--- src/rtl/reg_file_mp_pkg.sv ---
// ---------------------------------------------------------------------------
// regfile_pkg
//   Shared constants for the multi-port register file: default geometry and
//   the table of registers that come out of reset with a non-zero value.
//   reset_value() turns the table into a per-index lookup usable inside
//   reset loops.
// ---------------------------------------------------------------------------
package regfile_pkg;

  localparam int W_DEFAULT   = 8;
  localparam int D_DEFAULT   = 3;
  localparam int NR_DEFAULT  = 3;
  localparam int NW_DEFAULT  = 2;
  localparam int TAP_DEFAULT = 6;

  typedef struct packed {
    logic [31:0] idx;
    logic [31:0] value;
  } reset_entry_t;

  localparam int RESET_TABLE_LEN = 2;

  // Registers not listed here reset to zero.
  localparam reset_entry_t RESET_TABLE [RESET_TABLE_LEN] = '{
    '{idx: 32'd1, value: 32'd61},
    '{idx: 32'd5, value: 32'd140}
  };

  function automatic logic [31:0] reset_value(input logic [31:0] idx);
    logic [31:0] v;
    v = '0;
    for (int k = 0; k < RESET_TABLE_LEN; k++) begin
      if (RESET_TABLE[k].idx == idx) v = RESET_TABLE[k].value;
    end
    return v;
  endfunction

endpackage

--- src/rtl/reg_file_mp_if.sv ---
// ---------------------------------------------------------------------------
// reg_file_mp_if
//   Bus bundle for reg_file_mp.
//   WriteEn/Waddr/DataIn : NW write ports
//   Raddr/DataOut        : NR combinational read ports
//   ResvEn/ResvAddr      : scoreboard reservation request
//   Busy                 : per-register scoreboard busy bits
//   TapOut               : fixed observation of one register
//   master = the requester driving the file, slave = the register file.
// ---------------------------------------------------------------------------
interface reg_file_mp_if
  import regfile_pkg::*;
#(
  parameter int W  = W_DEFAULT,
  parameter int D  = D_DEFAULT,
  parameter int NR = NR_DEFAULT,
  parameter int NW = NW_DEFAULT
) ();

  logic [NW-1:0]         WriteEn;
  logic [NW-1:0][D-1:0]  Waddr;
  logic [NW-1:0][W-1:0]  DataIn;
  logic [NR-1:0][D-1:0]  Raddr;
  logic [NR-1:0][W-1:0]  DataOut;
  logic                  ResvEn;
  logic [D-1:0]          ResvAddr;
  logic [(2**D)-1:0]     Busy;
  logic [W-1:0]          TapOut;

  modport master (
    output WriteEn, Waddr, DataIn, Raddr, ResvEn, ResvAddr,
    input  DataOut, Busy, TapOut
  );

  modport slave (
    input  WriteEn, Waddr, DataIn, Raddr, ResvEn, ResvAddr,
    output DataOut, Busy, TapOut
  );

endinterface

--- src/rtl/reg_file_mp_scoreboard.sv ---
// ---------------------------------------------------------------------------
// regfile_scoreboard
//   Owns one busy bit per register. A reservation sets the bit, any write to
//   the register clears it; reservation beats write to the same register in
//   the same cycle. Synchronous active-high reset clears all bits.
//   Ports: Clk, Reset, WriteEn/Waddr (write ports), ResvEn/ResvAddr, Busy.
//   Build option REGFILE_BYPASS_EN: Busy shows the next-state bits, so a
//   register being written this cycle already reads as not busy (unless it
//   is also being reserved). Otherwise Busy shows the stored bits only.
// ---------------------------------------------------------------------------
module regfile_scoreboard
  import regfile_pkg::*;
#(
  parameter int D  = D_DEFAULT,
  parameter int NW = NW_DEFAULT
) (
  input  logic                 Clk,
  input  logic                 Reset,
  input  logic [NW-1:0]        WriteEn,
  input  logic [NW-1:0][D-1:0] Waddr,
  input  logic                 ResvEn,
  input  logic [D-1:0]         ResvAddr,
  output logic [(2**D)-1:0]    Busy
);

  localparam int N = 2**D;

  logic [N-1:0] write_hit;
  logic [N-1:0] resv_hit;
  logic [N-1:0] busy_q;
  logic [N-1:0] busy_d;

  // NOTE: every signal assigned in always_comb gets a full default first so
  // no path leaves it unassigned; otherwise a latch is inferred.
  always_comb begin
    write_hit = '0;
    resv_hit  = '0;
    for (int j = 0; j < NW; j++) begin
      if (WriteEn[j]) write_hit[Waddr[j]] = 1'b1;
    end
    if (ResvEn) resv_hit[ResvAddr] = 1'b1;
    // Clear first, then set: a same-cycle reservation keeps the bit high.
    busy_d = (busy_q & ~write_hit) | resv_hit;
  end

  always_ff @(posedge Clk) begin
    if (Reset) busy_q <= '0;
    else       busy_q <= busy_d;
  end

`ifdef REGFILE_BYPASS_EN
  assign Busy = busy_d;
`else
  assign Busy = busy_q;
`endif

endmodule

--- src/rtl/reg_file_mp.sv ---
// ---------------------------------------------------------------------------
// reg_file_mp
//   Multi-port register file with 2**D words of W bits, NW write ports,
//   NR combinational read ports, a fixed tap on register TAP and a
//   reservation scoreboard (regfile_scoreboard) exposing per-register Busy.
//   Ports: Clk, Reset (synchronous, active-high), bus (reg_file_mp_if.slave).
//   Build option REGFILE_BYPASS_EN: reads of an address being written this
//   cycle return the winning DataIn (write-first). Without it, reads return
//   the stored value until the write lands (read-first).
// ---------------------------------------------------------------------------
module reg_file_mp
  import regfile_pkg::*;
#(
  parameter int W   = W_DEFAULT,
  parameter int D   = D_DEFAULT,
  parameter int NR  = NR_DEFAULT,
  parameter int NW  = NW_DEFAULT,
  parameter int TAP = TAP_DEFAULT
) (
  input  logic          Clk,
  input  logic          Reset,
  reg_file_mp_if.slave  bus
);

  localparam int N = 2**D;

  logic [W-1:0] regs_q [N];

  // The tap behaves as one extra read port with a constant address.
  logic [D-1:0] rd_addr [NR+1];
  logic [W-1:0] rd_data [NR+1];

  // NOTE: the register contents are architectural state with defined reset
  // values, so this storage is reset explicitly rather than left as an
  // unreset memory; that keeps it in flops, which is fine at this size.
  // NOTE: non-blocking assignments in ascending port order mean the last
  // (highest-index) port writing an address is the one that sticks.
  always_ff @(posedge Clk) begin
    if (Reset) begin
      for (int a = 0; a < N; a++) begin
        regs_q[a] <= W'(reset_value(32'(a)));
      end
    end else begin
      for (int j = 0; j < NW; j++) begin
        if (bus.WriteEn[j]) regs_q[bus.Waddr[j]] <= bus.DataIn[j];
      end
    end
  end

  for (genvar i = 0; i < NR; i++) begin : g_rd_addr
    assign rd_addr[i]     = bus.Raddr[i];
    assign bus.DataOut[i] = rd_data[i];
  end
  assign rd_addr[NR] = D'(TAP);
  assign bus.TapOut  = rd_data[NR];

  always_comb begin
    for (int i = 0; i <= NR; i++) begin
      rd_data[i] = regs_q[rd_addr[i]];
`ifdef REGFILE_BYPASS_EN
      // Ascending scan so the highest-index matching port is forwarded,
      // matching the port that wins the write.
      for (int j = 0; j < NW; j++) begin
        if (bus.WriteEn[j] && (bus.Waddr[j] == rd_addr[i])) rd_data[i] = bus.DataIn[j];
      end
`endif
    end
  end

  regfile_scoreboard #(
    .D  (D),
    .NW (NW)
  ) u_scoreboard (
    .Clk      (Clk),
    .Reset    (Reset),
    .WriteEn  (bus.WriteEn),
    .Waddr    (bus.Waddr),
    .ResvEn   (bus.ResvEn),
    .ResvAddr (bus.ResvAddr),
    .Busy     (bus.Busy)
  );

endmodule

--- src/flat_wrapper.sv ---
// flat-port wrapper written by rule: the top's interface ports become plain ports
module reg_file_mp_flat import regfile_pkg::*;
#(
  parameter int W   = W_DEFAULT,
  parameter int D   = D_DEFAULT,
  parameter int NR  = NR_DEFAULT,
  parameter int NW  = NW_DEFAULT,
  parameter int TAP = TAP_DEFAULT
)
  (Clk, Reset, bus_WriteEn, bus_Waddr, bus_DataIn, bus_Raddr, bus_ResvEn, bus_ResvAddr, bus_DataOut, bus_Busy, bus_TapOut);
  reg_file_mp_if #(.W(W), .D(D), .NR(NR), .NW(NW)) bus_i ();
  input  logic Clk;
  input  logic Reset;
  input wire logic [$bits(bus_i.WriteEn)-1:0] bus_WriteEn;
  input wire logic [$bits(bus_i.Waddr)-1:0] bus_Waddr;
  input wire logic [$bits(bus_i.DataIn)-1:0] bus_DataIn;
  input wire logic [$bits(bus_i.Raddr)-1:0] bus_Raddr;
  input wire logic [$bits(bus_i.ResvEn)-1:0] bus_ResvEn;
  input wire logic [$bits(bus_i.ResvAddr)-1:0] bus_ResvAddr;
  output wire logic [$bits(bus_i.DataOut)-1:0] bus_DataOut;
  output wire logic [$bits(bus_i.Busy)-1:0] bus_Busy;
  output wire logic [$bits(bus_i.TapOut)-1:0] bus_TapOut;
  assign bus_i.WriteEn = bus_WriteEn;
  assign bus_i.Waddr = bus_Waddr;
  assign bus_i.DataIn = bus_DataIn;
  assign bus_i.Raddr = bus_Raddr;
  assign bus_i.ResvEn = bus_ResvEn;
  assign bus_i.ResvAddr = bus_ResvAddr;
  assign bus_DataOut = bus_i.DataOut;
  assign bus_Busy = bus_i.Busy;
  assign bus_TapOut = bus_i.TapOut;
  reg_file_mp #(.W(W), .D(D), .NR(NR), .NW(NW), .TAP(TAP)) u_core (.Clk(Clk), .Reset(Reset), .bus(bus_i));
endmodule
--- config.mk ---
export PLATFORM = sky130hd
export DESIGN_NAME = reg_file_mp_flat
export DESIGN_NICKNAME = d
export VERILOG_FILES = /design/src/rtl/reg_file_mp_pkg.sv /design/src/rtl/reg_file_mp_if.sv /design/src/rtl/reg_file_mp_scoreboard.sv /design/src/rtl/reg_file_mp.sv /design/src/flat_wrapper.sv
export SDC_FILE = /design/constraint.sdc
export NUM_CORES = 1
export LEC_CHECK = 0
export BUFFER_PORTS_ARGS = -buffer_cell sky130_fd_sc_hd__clkbuf_2
export CAP_MARGIN = 20
export CORE_MARGIN = 1
export CORE_UTILIZATION = 30
export CTS_CLUSTER_SIZE = 25
export DETAILED_ROUTE_END_ITERATION = 16
export GPL_TIMING_DRIVEN = 0
export SLEW_MARGIN = 10
export SYNTH_ARGS = -nofsm -noshare
export SYNTH_HDL_FRONTEND = slang
export SYNTH_SLANG_ARGS = --single-unit
--- constraint.sdc ---
create_clock -name Clk -period 2.3 [get_ports Clk]
set_clock_uncertainty 0.05 [all_clocks]
set_input_delay 0.345 -clock Clk [delete_from_list [all_inputs] [get_ports Clk]]
set_output_delay 0.345 -clock Clk [all_outputs]
set_load 0.005 [all_outputs]
==> Word-level counts from Yosys, hierarchy flattened <==
Memory sizes are Yosys's and may differ from the RTL's.
Cells that the tools add are included.
W data, S select, Z words.
{ "op_classes": {"addsub": 0, "n_mul": 0, "div": 0, "n_lt_le_gt_ge": 6, "eq_ne": 0, "shifts": 0, "n_mux": 25, "n_bitwise": 4, "n_reduce_logical": 5} }
{ "ops": {"columns": ["op", "n"], "rows": [
  ["$mux W8", 7],
  ["$or A8 B8 Y8", 2],
  ["$reduce_or A8 Y1", 2],
  ["$mux W1", 13],
  ["$lt A3 B4 Y1 const B", 3],
  ["$demux W1 S3", 3],
  ["$ge A3 B1 Y1 const B", 3],
  ["$and A8 B8 Y8", 1],
  ["$not A8 Y8", 1],
  ["$mux W3", 2],
  ["$logic_and A1 B1 Y1", 3]
]} }
{ "totals": {"reg_bits": 8, "latchBits": 0, "ram_bits": 64, "mem_bits_ro": 0, "inputBits": 39, "out_inout_bits": 40, "word_cells": 42, "n_memories": 1} }
{ "memory_table": {"columns": ["memory", "words", "width", "read_ports", "rd_clocked_by_memory_dff", "write_ports", "line", "source"], "rows": [
  ["u_core.regs_q", 8, 8, 4, 0, 8, "reg_file_mp.sv:27", "logic [W-1:0] regs_q [N];"]
]} }

==> Depth between registers and ports, before layout <==
{ "depth": {"word_depth": 10, "depth_mapped": 5} }

==> By module <==
A second synthesis with hierarchy kept.
{ "hier_totals": {"cells_unflattened": 385, "hier_area_um2": 5222.5} }
{ "modules_own_cells": {"columns": ["mod", "n_inst", "cells_per_inst", "area_per_inst_um2", "seq_area_each_um2"], "rows": [
  ["reg_file_mp", 1, 336, 4785.8, 1921.8],
  ["regfile_scoreboard", 1, 49, 436.7, 160.2]
]} }

==> Worst setup path after synthesis <==
Ideal clock, no wire load.
{ "synth_timing": {"path_type": "input to output", "startpoint": "input bus_Raddr[0]", "endpoint": "output bus_DataOut[0]", "arrival_ns": 1.563, "t_required_ns": 1.905, "setup_slack_ns": 0.342, "path_stages": 4, "path_buffers": 2, "path_cell_list": "buf_2 -> buf_4 -> mux4_2 -> mux2_2"} }
{ "synth_between": {"elab_chain_cells": 1} }
{ "synth_rtl": {"columns": ["element", "line", "source"], "rows": [
  ["from (decl)", "flat_wrapper.sv:17", "input wire logic [$bits(bus_i.Raddr)-1:0] bus_Raddr;"],
  ["$mem_v2 Z8 W8", null, null],
  ["to (decl)", "flat_wrapper.sv:20", "output wire logic [$bits(bus_i.DataOut)-1:0] bus_DataOut;"]
]} }
Every way passes these cells.

==> Final worst setup path <==
{ "layout_timing": {"startpoint": "input bus_Raddr[3]", "endpoint": "output bus_DataOut[11]"} }
The elaborated chain is that of the path after synthesis.

==> metrics.cfg <==
[synth]
synth-xor-area-share_pct=0
ys.flop_type=edfxtp_1
ys_warn_count=0
synth_most_common_cell=edfxtp_1
yosysTopAreaCell=edfxtp_1
async_flop_share_pct=0
netlist_area_sq_um=4740
synth.avg_cell_area_sq_um=14.6
ys_ff_latch=72
synth_edf_count=64
muxShareOfSynthArea_pct=28.5
ys_seq_area_share_pct=43.9
netlist_instances=324
synth_compound_area_share_pct=16.5
netlist_top_cells_count=64 x edfxtp_1, 56 x a22o_1, 48 x mux4_2
synth_fp_nets=363
synth_area_leaders=edfxtp_1 41%, mux4_2 23%, a22o_1 10%, mux2_2 5.7%, dfxtp_1 3.4%
synth_adder_area_share_pct=0
synth_top_area_share_pct=40.5
synth.distinct_cells=47
synthSimpleGateAreaFrac_pct=7.05
synth_top_family_by_area=multiplexers

[grt]
grt_max_degree=14
grt.total_usage_pct=17.8
gr-total-overflow=0
antenna_found_initial=1
grt_pass1_wl_um=20700
grt_pass1_vias=3449

[routing]
ant_nets=0
route.met3.wl_um=828
drtPass1Iterations=4
drt_wl_total_um=14300
wl_met2_um=7260
vias=3490
first_iter_violations=391
wl_per_cell_um=23.6
topRoutingLayerUsed=met4
drcViolationCount=0
wl_met1_um=5930
via_per_inst=5.76

[worst_setup_path]
path_delay_family=multiplexers
cp_slowest_cell=mux4_2
worstPathMaxFanout=10
worst-path-buf-inv=3
slowest_delay_ps=570
crit_chain=buf_2 -> buf_6 -> mux4_2 -> mux2_2 -> clkbuf_2
startpoint_type=input port
cp.required_ps=1900
arrival_ps=1840
crit_path_end_kind=primary output
worstSetupPathType=input port to primary output

[layout]
fin_nets=428
areaGrowthSynthToFinish_pct=20.1
drive_above_1_share_pct=44.2
fin_util_pct=37.2

[placed_design]
place_ws_ps=-83.2
io_buffer_count=51
place_congestion=0.823
dpl.hpwl_um=10700

[sta]
hold_viol=0
clock.fmax_mhz=447
max_slew.worst_pin.slew_ps=905
fin_crit_ps=2240
setup_viol=0
layout_setup_ws_ps=65.0
fin_crit_sh_pct=97.2
rsz0062_at_grt=false
slew_violations=0
max_slew_margin_pct=39.5

[floorplan]
num_rows=45
core_sq_um=15300
start_util_pct=31.0
die_area_sq_um=16300
fp.dieW_um=128
fp.dieH_um=128
ios=79

[power]
p_per_area_nw_per_um2=721
vdd_ir_drop_max_mv=0.366
p_leak_nw=1.98

[min_path]
hp-class=input port to flop

[run]
cap_violations=0

[clocking]
cts_tree=yes
cts_hold_buf=0
clock_sinks=72
htreeDepth=3
cts_root_buffer=clkbuf_16
clock_tree.buffer_depth=2
clk_pin_slew_ps=60
insertion_delay_ps=340
ctsResizeCount=6
numCtsBuffers=9
cts_setup_buffers=0

[run_status]
outcome=finished, final reports clean

kinds of logic (layout without fill, tap and decap cells):
| family | Yosys count | count (layout) |
|---|---|---|
| other cells | 0 | 1 |
| buf+inv | 43 | 113 |
| mux | 72 | 72 |
| flops | 72 | 72 |
| compound gates | 87 | 87 |
| simple gates | 50 | 50 |
through the flow:
step                      setup TNS (ps)  hold slack, ps  cell area [sq um]  total power [mW]  instances
after floorplan                        0             400               4740              2.05        324
after global placement              -670             409               5260              2.29        586
after detailed placement            -709             416               5270              2.31        587
after CTS                              0             237               5680              4.11        603
after global routing                   0             241               5690              4.23        605
final                                  0             244               5700              4.11        606
placed cells by master (no fill, tap or decap), types with 2 or more instances in the layout:
master     instances
edfxtp_1          64
a22o_1            56
clkbuf_2          53
mux4_2            48
mux2_2            24
buf_1             19
buf_2             12
nand2_1           10
clkbuf_16          9
nor2_1             8
o22a_1             8
dfxtp_1            8
inv_1              6
bufinv_16          5
nand2b_1           4
buf_6              3
nor2b_1            3
nand3b_1           3
a21oi_1            3
nor3_1             3
a32o_1             3
nor3_4             2
buf_4              2
nand4bb_1          2
nor3b_1            2
nor3_2             2
and4bb_2           2
nand3_1            2
o221ai_1           2
a31o_2             2
o32ai_1            2
clkinv_4           2
report_power, final:
part	leakage (nW)	switching [mW]	internal (mW)
Sequential	0.694	0.0705	1.53
Clock	0.190	0.536	1.28
Combinational	1.10	0.341	0.344
Total	1.98	0.948	3.16
registers in the layout, indices dropped and copies added, names as in the netlist:
name and cells:
u_core.regs_q 64, u_core.u_scoreboard.Busy 8
area by class of cell:
| cell class | instances | area [sq um] |
|---|---|---|
| sequential | 72 | 2080 |
| timing repair buffer | 54 | 275 |
| fill | 1490 | 9620 |
| inverter | 6 | 22.5 |
| antenna | 1 | 2.50 |
| multi-input combinational | 209 | 2470 |
| clock buffer | 9 | 225 |
| tap | 211 | 264 |
| clock inverter | 7 | 168 |
| buffer | 37 | 181 |
worst paths after layout:
kind / to / depth (start not counted) / slack (ps) / start
setup / recovery: bus_DataOut[11] / 5 / 60 / bus_Raddr[3]
setup reg to reg: u_core.u_scoreboard.Busy[4]$_SDFF_PP0_ / 1 / 1630 / u_core.u_scoreboard.Busy[4]$_SDFF_PP0_
hold reg to reg: u_core.u_scoreboard.Busy[3]$_SDFF_PP0_ / 2 / 420 / u_core.u_scoreboard.Busy[3]$_SDFF_PP0_
hold / removal: u_core.u_scoreboard.Busy[3]$_SDFF_PP0_ / 2 / 240 / bus_ResvAddr[2]
per-layer routing:
layer,vias to the layer above,GRT usage [%]
met5,-,0
met4,0,5.33
met3,17,4.26
met2,147,30.8
met1,1808,22.1
li1,1518,-
(Power assumes the default switching activity.)
